$ cat config.mk
export PLATFORM = sky130hd
export DESIGN_NAME = cdb_arbiter
export DESIGN_NICKNAME = d
export VERILOG_FILES = /design/src/rtl/cdb_arbiter.sv
export SDC_FILE = /design/constraint.sdc
export NUM_CORES = 1
export LEC_CHECK = 0
export BUFFER_PORTS_ARGS = -buffer_cell sky130_fd_sc_hd__buf_2
export CAP_MARGIN = 20
export CORE_ASPECT_RATIO = 1.2
export CORE_MARGIN = 5
export CORE_UTILIZATION = 49
export CTS_CLUSTER_SIZE = 16
export DETAILED_ROUTE_END_ITERATION = 12
export PLACE_DENSITY = 0.68
export SLEW_MARGIN = 20
export SYNTH_ARGS = -nofsm -noshare
export SYNTH_HDL_FRONTEND = slang
export SYNTH_SLANG_ARGS = --single-unit
$ cat constraint.sdc
create_clock -name clk -period 9.2 [get_ports clk]
set_input_delay 1.84 -clock clk [delete_from_list [all_inputs] [get_ports clk]]
set_output_delay 1.84 -clock clk [all_outputs]
set_load 0.02 [all_outputs]
$ cat src/rtl/cdb_arbiter.sv
// Common data bus transmit arbiter: per-source result FIFOs, round-robin grant of up to 4 results/cycle.
// Optional same-cycle bypass of empty FIFOs when CDB_BYPASS_EN is defined.
module cdb_arbiter #(
  parameter int NUM_SRC    = 6,
  parameter int FIFO_DEPTH = 2,
  parameter int TAG_W      = 4,
  parameter int DATA_W     = 16
) (
  input  logic                      clk,
  input  logic                      rst_n,
  input  logic                      flush,
  input  logic [NUM_SRC-1:0]        src_valid_flat,
  output logic [NUM_SRC-1:0]        src_ready_flat,
  input  logic [NUM_SRC*TAG_W-1:0]  src_tag_flat,
  input  logic [NUM_SRC*DATA_W-1:0] src_data_flat,
  output logic [3:0]                cdb_valid_flat,
  output logic [4*TAG_W-1:0]        indices_flat,
  output logic [4*DATA_W-1:0]       new_values_flat
);

  localparam int SLOTS = 4;
  localparam int SRC_W = (NUM_SRC > 1) ? $clog2(NUM_SRC) : 1;
  localparam int PTR_W = $clog2(FIFO_DEPTH);
  localparam int CNT_W = PTR_W + 1;

  logic [TAG_W-1:0]  tag_mem  [NUM_SRC][FIFO_DEPTH];
  logic [DATA_W-1:0] data_mem [NUM_SRC][FIFO_DEPTH];
  logic [PTR_W-1:0]  rd_ptr   [NUM_SRC];
  logic [PTR_W-1:0]  wr_ptr   [NUM_SRC];
  logic [CNT_W-1:0]  count    [NUM_SRC];
  logic [SRC_W-1:0]  rr_ptr;

  logic [NUM_SRC-1:0] in_valid, ready, push, cand, grant, pop, wr_en;
  logic [TAG_W-1:0]   in_tag    [NUM_SRC];
  logic [TAG_W-1:0]   head_tag  [NUM_SRC];
  logic [DATA_W-1:0]  in_data   [NUM_SRC];
  logic [DATA_W-1:0]  head_data [NUM_SRC];

  logic [3:0]         slot_valid;
  logic [TAG_W-1:0]   slot_tag  [SLOTS];
  logic [DATA_W-1:0]  slot_data [SLOTS];
  logic [SRC_W-1:0]   last_src;
  logic               any_grant;

  // Element 0 of every flat bus lives in the MSBs.
  always_comb begin
    for (int k = 0; k < NUM_SRC; k++) begin
      in_valid[k] = src_valid_flat[NUM_SRC-1-k];
      in_tag[k]   = src_tag_flat[TAG_W*(NUM_SRC-1-k) +: TAG_W];
      in_data[k]  = src_data_flat[DATA_W*(NUM_SRC-1-k) +: DATA_W];
      ready[k]    = rst_n && (count[k] != CNT_W'(FIFO_DEPTH));
      src_ready_flat[NUM_SRC-1-k] = ready[k];
      push[k]     = in_valid[k] && ready[k];
`ifdef CDB_BYPASS_EN
      cand[k]     = (count[k] != '0) || push[k];
`else
      cand[k]     = (count[k] != '0);
`endif
      head_tag[k]  = (count[k] != '0) ? tag_mem[k][rd_ptr[k]]  : in_tag[k];
      head_data[k] = (count[k] != '0) ? data_mem[k][rd_ptr[k]] : in_data[k];
    end
  end

  // Scan from rr_ptr, packing granted heads into slots 0..3 with no holes.
  always_comb begin
    logic [SRC_W:0]   sum;
    logic [SRC_W-1:0] idx;
    logic [2:0]       n_grant;
    sum        = '0;
    idx        = '0;
    n_grant    = '0;
    grant      = '0;
    slot_valid = '0;
    last_src   = '0;
    any_grant  = 1'b0;
    for (int s = 0; s < SLOTS; s++) begin
      slot_tag[s]  = '0;
      slot_data[s] = '0;
    end
    for (int i = 0; i < NUM_SRC; i++) begin
      sum = {1'b0, rr_ptr} + (SRC_W+1)'(i);
      if (sum >= (SRC_W+1)'(NUM_SRC)) sum = sum - (SRC_W+1)'(NUM_SRC);
      idx = sum[SRC_W-1:0];
      if (cand[idx] && (n_grant < 3'd4)) begin
        grant[idx]                = 1'b1;
        slot_valid[n_grant[1:0]]  = 1'b1;
        slot_tag[n_grant[1:0]]    = head_tag[idx];
        slot_data[n_grant[1:0]]   = head_data[idx];
        last_src                  = idx;
        any_grant                 = 1'b1;
        n_grant                   = n_grant + 3'd1;
      end
    end
  end

  // A grant on an empty FIFO is a bypass: the input goes out directly and is never stored.
  always_comb begin
    for (int k = 0; k < NUM_SRC; k++) begin
      pop[k]   = grant[k] && (count[k] != '0);
      wr_en[k] = push[k] && !(grant[k] && (count[k] == '0));
    end
  end

  always_ff @(posedge clk) begin
    for (int k = 0; k < NUM_SRC; k++) begin
      if (rst_n && !flush && wr_en[k]) begin
        tag_mem[k][wr_ptr[k]]  <= in_tag[k];
        data_mem[k][wr_ptr[k]] <= in_data[k];
      end
    end
  end

  // Flush clears exactly the state reset clears; reset still wins by being checked first.
  always_ff @(posedge clk) begin
    if (!rst_n) begin
      for (int k = 0; k < NUM_SRC; k++) begin
        count[k]  <= '0;
        rd_ptr[k] <= '0;
        wr_ptr[k] <= '0;
      end
      rr_ptr          <= '0;
      cdb_valid_flat  <= '0;
      indices_flat    <= '0;
      new_values_flat <= '0;
    end else if (flush) begin
      for (int k = 0; k < NUM_SRC; k++) begin
        count[k]  <= '0;
        rd_ptr[k] <= '0;
        wr_ptr[k] <= '0;
      end
      rr_ptr          <= '0;
      cdb_valid_flat  <= '0;
      indices_flat    <= '0;
      new_values_flat <= '0;
    end else begin
      for (int k = 0; k < NUM_SRC; k++) begin
        if (pop[k])   rd_ptr[k] <= rd_ptr[k] + 1'b1;
        if (wr_en[k]) wr_ptr[k] <= wr_ptr[k] + 1'b1;
        count[k] <= count[k] + CNT_W'(wr_en[k]) - CNT_W'(pop[k]);
      end
      if (any_grant)
        rr_ptr <= (last_src == SRC_W'(NUM_SRC-1)) ? '0 : last_src + 1'b1;
      for (int s = 0; s < SLOTS; s++) begin
        cdb_valid_flat[SLOTS-1-s]                     <= slot_valid[s];
        indices_flat[TAG_W*(SLOTS-1-s) +: TAG_W]      <= slot_tag[s];
        new_values_flat[DATA_W*(SLOTS-1-s) +: DATA_W] <= slot_data[s];
      end
    end
  end

endmodule

==> report_table.html <==
<table>
<tr><th>Metric</th><th>Value</th></tr>
<tr><th colspan="2">Synth</th></tr>
<tr><td>Share of synthesized area occupied by flip-flops and latches</td><td>0.439</td></tr>
<tr><td>Synth Area per Inst</td><td>10.5 um2</td></tr>
<tr><td>Unique masters post-synth</td><td>88</td></tr>
<tr><td>Proportion of register bits with asynchronous set or reset after synthesis</td><td>0</td></tr>
<tr><td>Synth Flop Type</td><td>edfxtp_1</td></tr>
<tr><td>Count of state elements after synthesis</td><td>351</td></tr>
<tr><td>Number of flops mapped to enable cells by yosys</td><td>254</td></tr>
<tr><td>Yosys Warn Count</td><td>0</td></tr>
<tr><td>Post-Syn Area</td><td>approximately 22000 um2</td></tr>
<tr><td>Cells after synthesis</td><td>a little over 2000</td></tr>
<tr><th colspan="2">Timing</th></tr>
<tr><td>Setup repair after global routing missed its margin</td><td>no</td></tr>
<tr><td>Max-slew violation count</td><td>0</td></tr>
<tr><td>Final setup margin</td><td>0.870 ns</td></tr>
<tr><td>Post-route setup TNS</td><td>0 ns</td></tr>
<tr><td>Setup violators final</td><td>0</td></tr>
<tr><td>Normalized max-slew margin</td><td>0.325</td></tr>
<tr><td>Slew at the pin with the worst max-slew slack</td><td>1.01 ns</td></tr>
<tr><td>Crit path time final</td><td>8.33 ns</td></tr>
<tr><td>Hold Vio Cnt, Final</td><td>0</td></tr>
<tr><td>Worst clock skew</td><td>0.0387 ns</td></tr>
<tr><td>Share of the clock period used by the worst path</td><td>0.905</td></tr>
<tr><td>Peak Freq</td><td>120 MHz</td></tr>
<tr><th colspan="2">CTS</th></tr>
<tr><td>H-Tree Level Count</td><td>2</td></tr>
<tr><td>Worst-skew pair later-pin latency</td><td>0.59 ns</td></tr>
<tr><td>Post-CTS Setup Inserts</td><td>0</td></tr>
<tr><td>Clock input transition at the sequential cells of the worst setup and hold paths</td><td>around 0.070 ns</td></tr>
<tr><td>Clk sink count</td><td>351</td></tr>
<tr><td>Hold Buf Count CTS</td><td>0</td></tr>
<tr><td>TritonCTS clock tree</td><td>built</td></tr>
<tr><td>Cell at the root of the clock tree</td><td>clkbuf_16</td></tr>
<tr><td>Number of clock buffers inserted by TritonCTS</td><td>36</td></tr>
<tr><td>Post-cts gate resize count</td><td>0</td></tr>
<tr><td>Bufs on Longest Clock Path</td><td>3</td></tr>
<tr><th colspan="2">Drt</th></tr>
<tr><td>Via count</td><td>18400</td></tr>
<tr><td>Detailed-route wire length</td><td>80.3 mm</td></tr>
<tr><td>First-pass detailed-route iteration total</td><td>8</td></tr>
<tr><td>ANT nets after route</td><td>0</td></tr>
<tr><td>Wire length per cell</td><td>28.6 um</td></tr>
<tr><td>Number of DRC markers after the initial detailed-route iteration</td><td>2160</td></tr>
<tr><td>Via-per-instance ratio</td><td>between 6 and 7</td></tr>
<tr><td>Remaining design rule violation count</td><td>0</td></tr>
<tr><th colspan="2">Outcome</th></tr>
<tr><td>Result of the run</td><td>finished, final reports clean</td></tr>
<tr><th colspan="2">Power and ir drop</th></tr>
<tr><td>Power density normalized to cell area</td><td>412 nW/um2</td></tr>
<tr><td>Leakage dissipation</td><td>between 9 and 10 nW</td></tr>
<tr><td>Largest vdd supply drop</td><td>346 uV</td></tr>
<tr><th colspan="2">Setup path</th></tr>
<tr><td>Max incr delay on CP</td><td>0.87 ns</td></tr>
<tr><td>Worst setup path category</td><td>flop to flop</td></tr>
<tr><td>Worst R2R Path Depth</td><td>27</td></tr>
<tr><td>Reg-to-reg critical path endpoint</td><td>count[0][7]</td></tr>
<tr><td>Worst-path cell with the longest stage delay</td><td>dfxtp_4</td></tr>
<tr><td>Cell occurring most often along the worst timing path</td><td>ha_1</td></tr>
<tr><td>Critical-path maximum fanout</td><td>between 60 and 70</td></tr>
<tr><td>Critical path data arrival time</td><td>~8.6 ns</td></tr>
<tr><td>CP required</td><td>between 9 and 10 ns</td></tr>
<tr><td>Register-to-register setup slack</td><td>0.87 ns</td></tr>
<tr><td>Kind of end point of the critical path</td><td>flop</td></tr>
<tr><td>Startpoint type of the worst setup path</td><td>flop</td></tr>
<tr><td>Start of the worst register-to-register path</td><td>rr_ptr[0]</td></tr>
<tr><th colspan="2">Die</th></tr>
<tr><td>Die extent in y</td><td>roughly 240 um</td></tr>
<tr><td>Die outline area</td><td>48800 um2</td></tr>
<tr><td>Std-Cell Rows</td><td>84</td></tr>
<tr><td>Number of top-level pins</td><td>about 220</td></tr>
<tr><td>Effective utilization at floorplan</td><td>0.496</td></tr>
<tr><td>Horizontal die dimension</td><td>202 um</td></tr>
<tr><td>Placeable core area</td><td>43900 um2</td></tr>
<tr><th colspan="2">Min path</th></tr>
<tr><td>Endpoint, Worst Hold</td><td>wr_ptr[3]</td></tr>
<tr><td>Worst min path class</td><td>flop to flop</td></tr>
<tr><td>Hold path cells</td><td>2</td></tr>
<tr><td>Worst Min Path Start</td><td>wr_ptr[3]</td></tr>
<tr><th colspan="2">Place</th></tr>
<tr><td>Worst slack at placement</td><td>between 1 and 1.5 ns</td></tr>
<tr><td>Buffers added on ports</td><td>218</td></tr>
<tr><td>HPWL after DPL</td><td>slightly above 60 mm</td></tr>
<tr><td>Last weighted congestion value of the routability-driven placer</td><td>about 1.0</td></tr>
<tr><th colspan="2">Global routing</th></tr>
<tr><td>First-pass GRT wire length</td><td>~120 mm</td></tr>
<tr><td>Via count of the first global-routing pass</td><td>approximately 18000</td></tr>
<tr><td>Initial antenna violation count</td><td>3</td></tr>
<tr><td>Maximum number of pins on one net before global-route repair</td><td>75</td></tr>
<tr><td>Overall track demand over capacity in global routing</td><td>0.317</td></tr>
<tr><td>Residual overflow from global routing</td><td>0</td></tr>
<tr><th colspan="2">Flow run</th></tr>
<tr><td>Count of maximum capacitance violations</td><td>0</td></tr>
<tr><th colspan="2">Cells and area</th></tr>
<tr><td>Count of nets after finishing</td><td>2385</td></tr>
<tr><td>Share of final-layout standard cells stronger than drive strength 1</td><td>0.243</td></tr>
<tr><td>Area overhead of the layout relative to synthesis</td><td>13.3%</td></tr>
<tr><td>Fillcell total</td><td>3877</td></tr>
</table>
-- how the worst max path moves through the flow --
| stage | from | end | slack, ns | cells after the start |
|---|---|---|---|---|
| 2_1_floorplan | rr_ptr[0] | data_mem[0][16] | 1.30 | 31 |
| 3_3_place_gp | rr_ptr[0] | count[0][3] | 1.50 | 27 |
| 3_5_place_dp | rr_ptr[0] | count[0][7] | 1.13 | 27 |
| 4_1_cts | rr_ptr[0] | count[0][7] | 1.11 | 27 |
| 5_1_grt | rr_ptr[0] | count[0][7] | 0.41 | 27 |
| 6_report | rr_ptr[0] | count[0][7] | 0.87 | 27 |
-- cell families (layout without fill, tap and decap cells) --
family,count (synthesis),after routing,synth area share
flip-flops,351,351,0.439
other,1,13,0.000172
AO/OA/AOI/OAI,563,563,0.185
buffers and inverters,206,381,0.0393
multiplexers,429,429,0.212
AND/OR/NAND/NOR,460,460,0.0961
adder cells (fa/ha/maj),30,30,0.0176
XOR/XNOR,26,26,0.0105
-- cell usage in the layout (no fill, tap or decap), drive strengths merged, types with 28 or more instances in the layout --
cell	netlist	routed
a211oi	36	36
a21oi	77	77
a22oi	52	52
and2	31	31
buf	59	276
clkbuf	106	50
dfxtp	97	97
edfxtp	254	254
ha	29	29
inv	39	41
mux2	138	138
mux2i	279	279
nand2	184	184
nand3	28	28
nor2	120	120
o211ai	35	35
o21ai	127	127
o22ai	28	28
-- synthesized netlist by cell type, drive strengths merged (20+ instances only) --
cell,instances,area (um2)
a211oi,36,295
a21oi,77,389
a221oi,20,175
a22oi,52,395
and2,31,194
buf,59,303
clkbuf,106,398
dfxtp,97,1940
edfxtp,254,7630
ha,29,363
inv,39,146
mux2,138,1550
mux2i,279,2790
nand2,184,691
nand3,28,140
nor2,120,453
nor3,27,146
o211ai,35,263
o21ai,127,647
o22ai,28,181
-- power by group --
group,total (mW),switching (mW),internal [mW]
clock network,1.51,0.632,0.882
logic,6.73,4.49,2.24
registers,1.93,0.0814,1.85
total,10.2,5.21,4.97
-- cell type report --
type	count	area, um2	area share
clock inverters	14	151	0.00613
inverters	41	156	0.00633
well taps	559	699	0.0283
diodes	1	2.50	0.000101
repair buffers	276	1520	0.0617
clock buffers	50	1080	0.0436
flip-flops and latches	351	9570	0.388
multi-input cells	1520	11500	0.466
-- state kept, by name, indices dropped and copies added, names as in the netlist --
name / count
data_mem: 192
new_values_flat: 64
tag_mem: 48
indices_flat: 16
count: 12
rd_ptr: 6
wr_ptr: 6
cdb_valid_flat: 4
rr_ptr: 3
-- through the flow --
stage	hold WS [ns]	power, mW	util	std cells	cell area (um2)
CTS	0.523	10.0	0.562	2810	24700
finish	0.525	10.2	0.562	2812	24700
global route	0.541	10.7	0.562	2812	24700
floorplan	0.476	6.52	-	2077	21800
global placement	0.493	8.43	0.534	2746	23500
detailed placement	0.513	8.48	0.534	2746	23500
-- metal layers --
layer  GRT usage  part of all wire  vias to the layer above
met4       0.168             0.062                        4
met5           0           0.00034                        -
met1       0.368              0.37                     9046
li1            -                 -                     8221
met2       0.564              0.50                      912
met3      0.0538             0.067                      259
-- worst max-delay path, delay by kind of cell (launching register included) --
kind,cells,cell delay (ns)
AND/OR/NAND/NOR,7,1.43
AO/OA/AOI/OAI,7,2.11
XOR/XNOR,2,0.34
flip-flops,1,0.87
buffers and inverters,4,0.80
multiplexers,2,0.73
adder cells (fa/ha/maj),5,1.69
No activity file was read; power rests on OpenSTA's default activity.
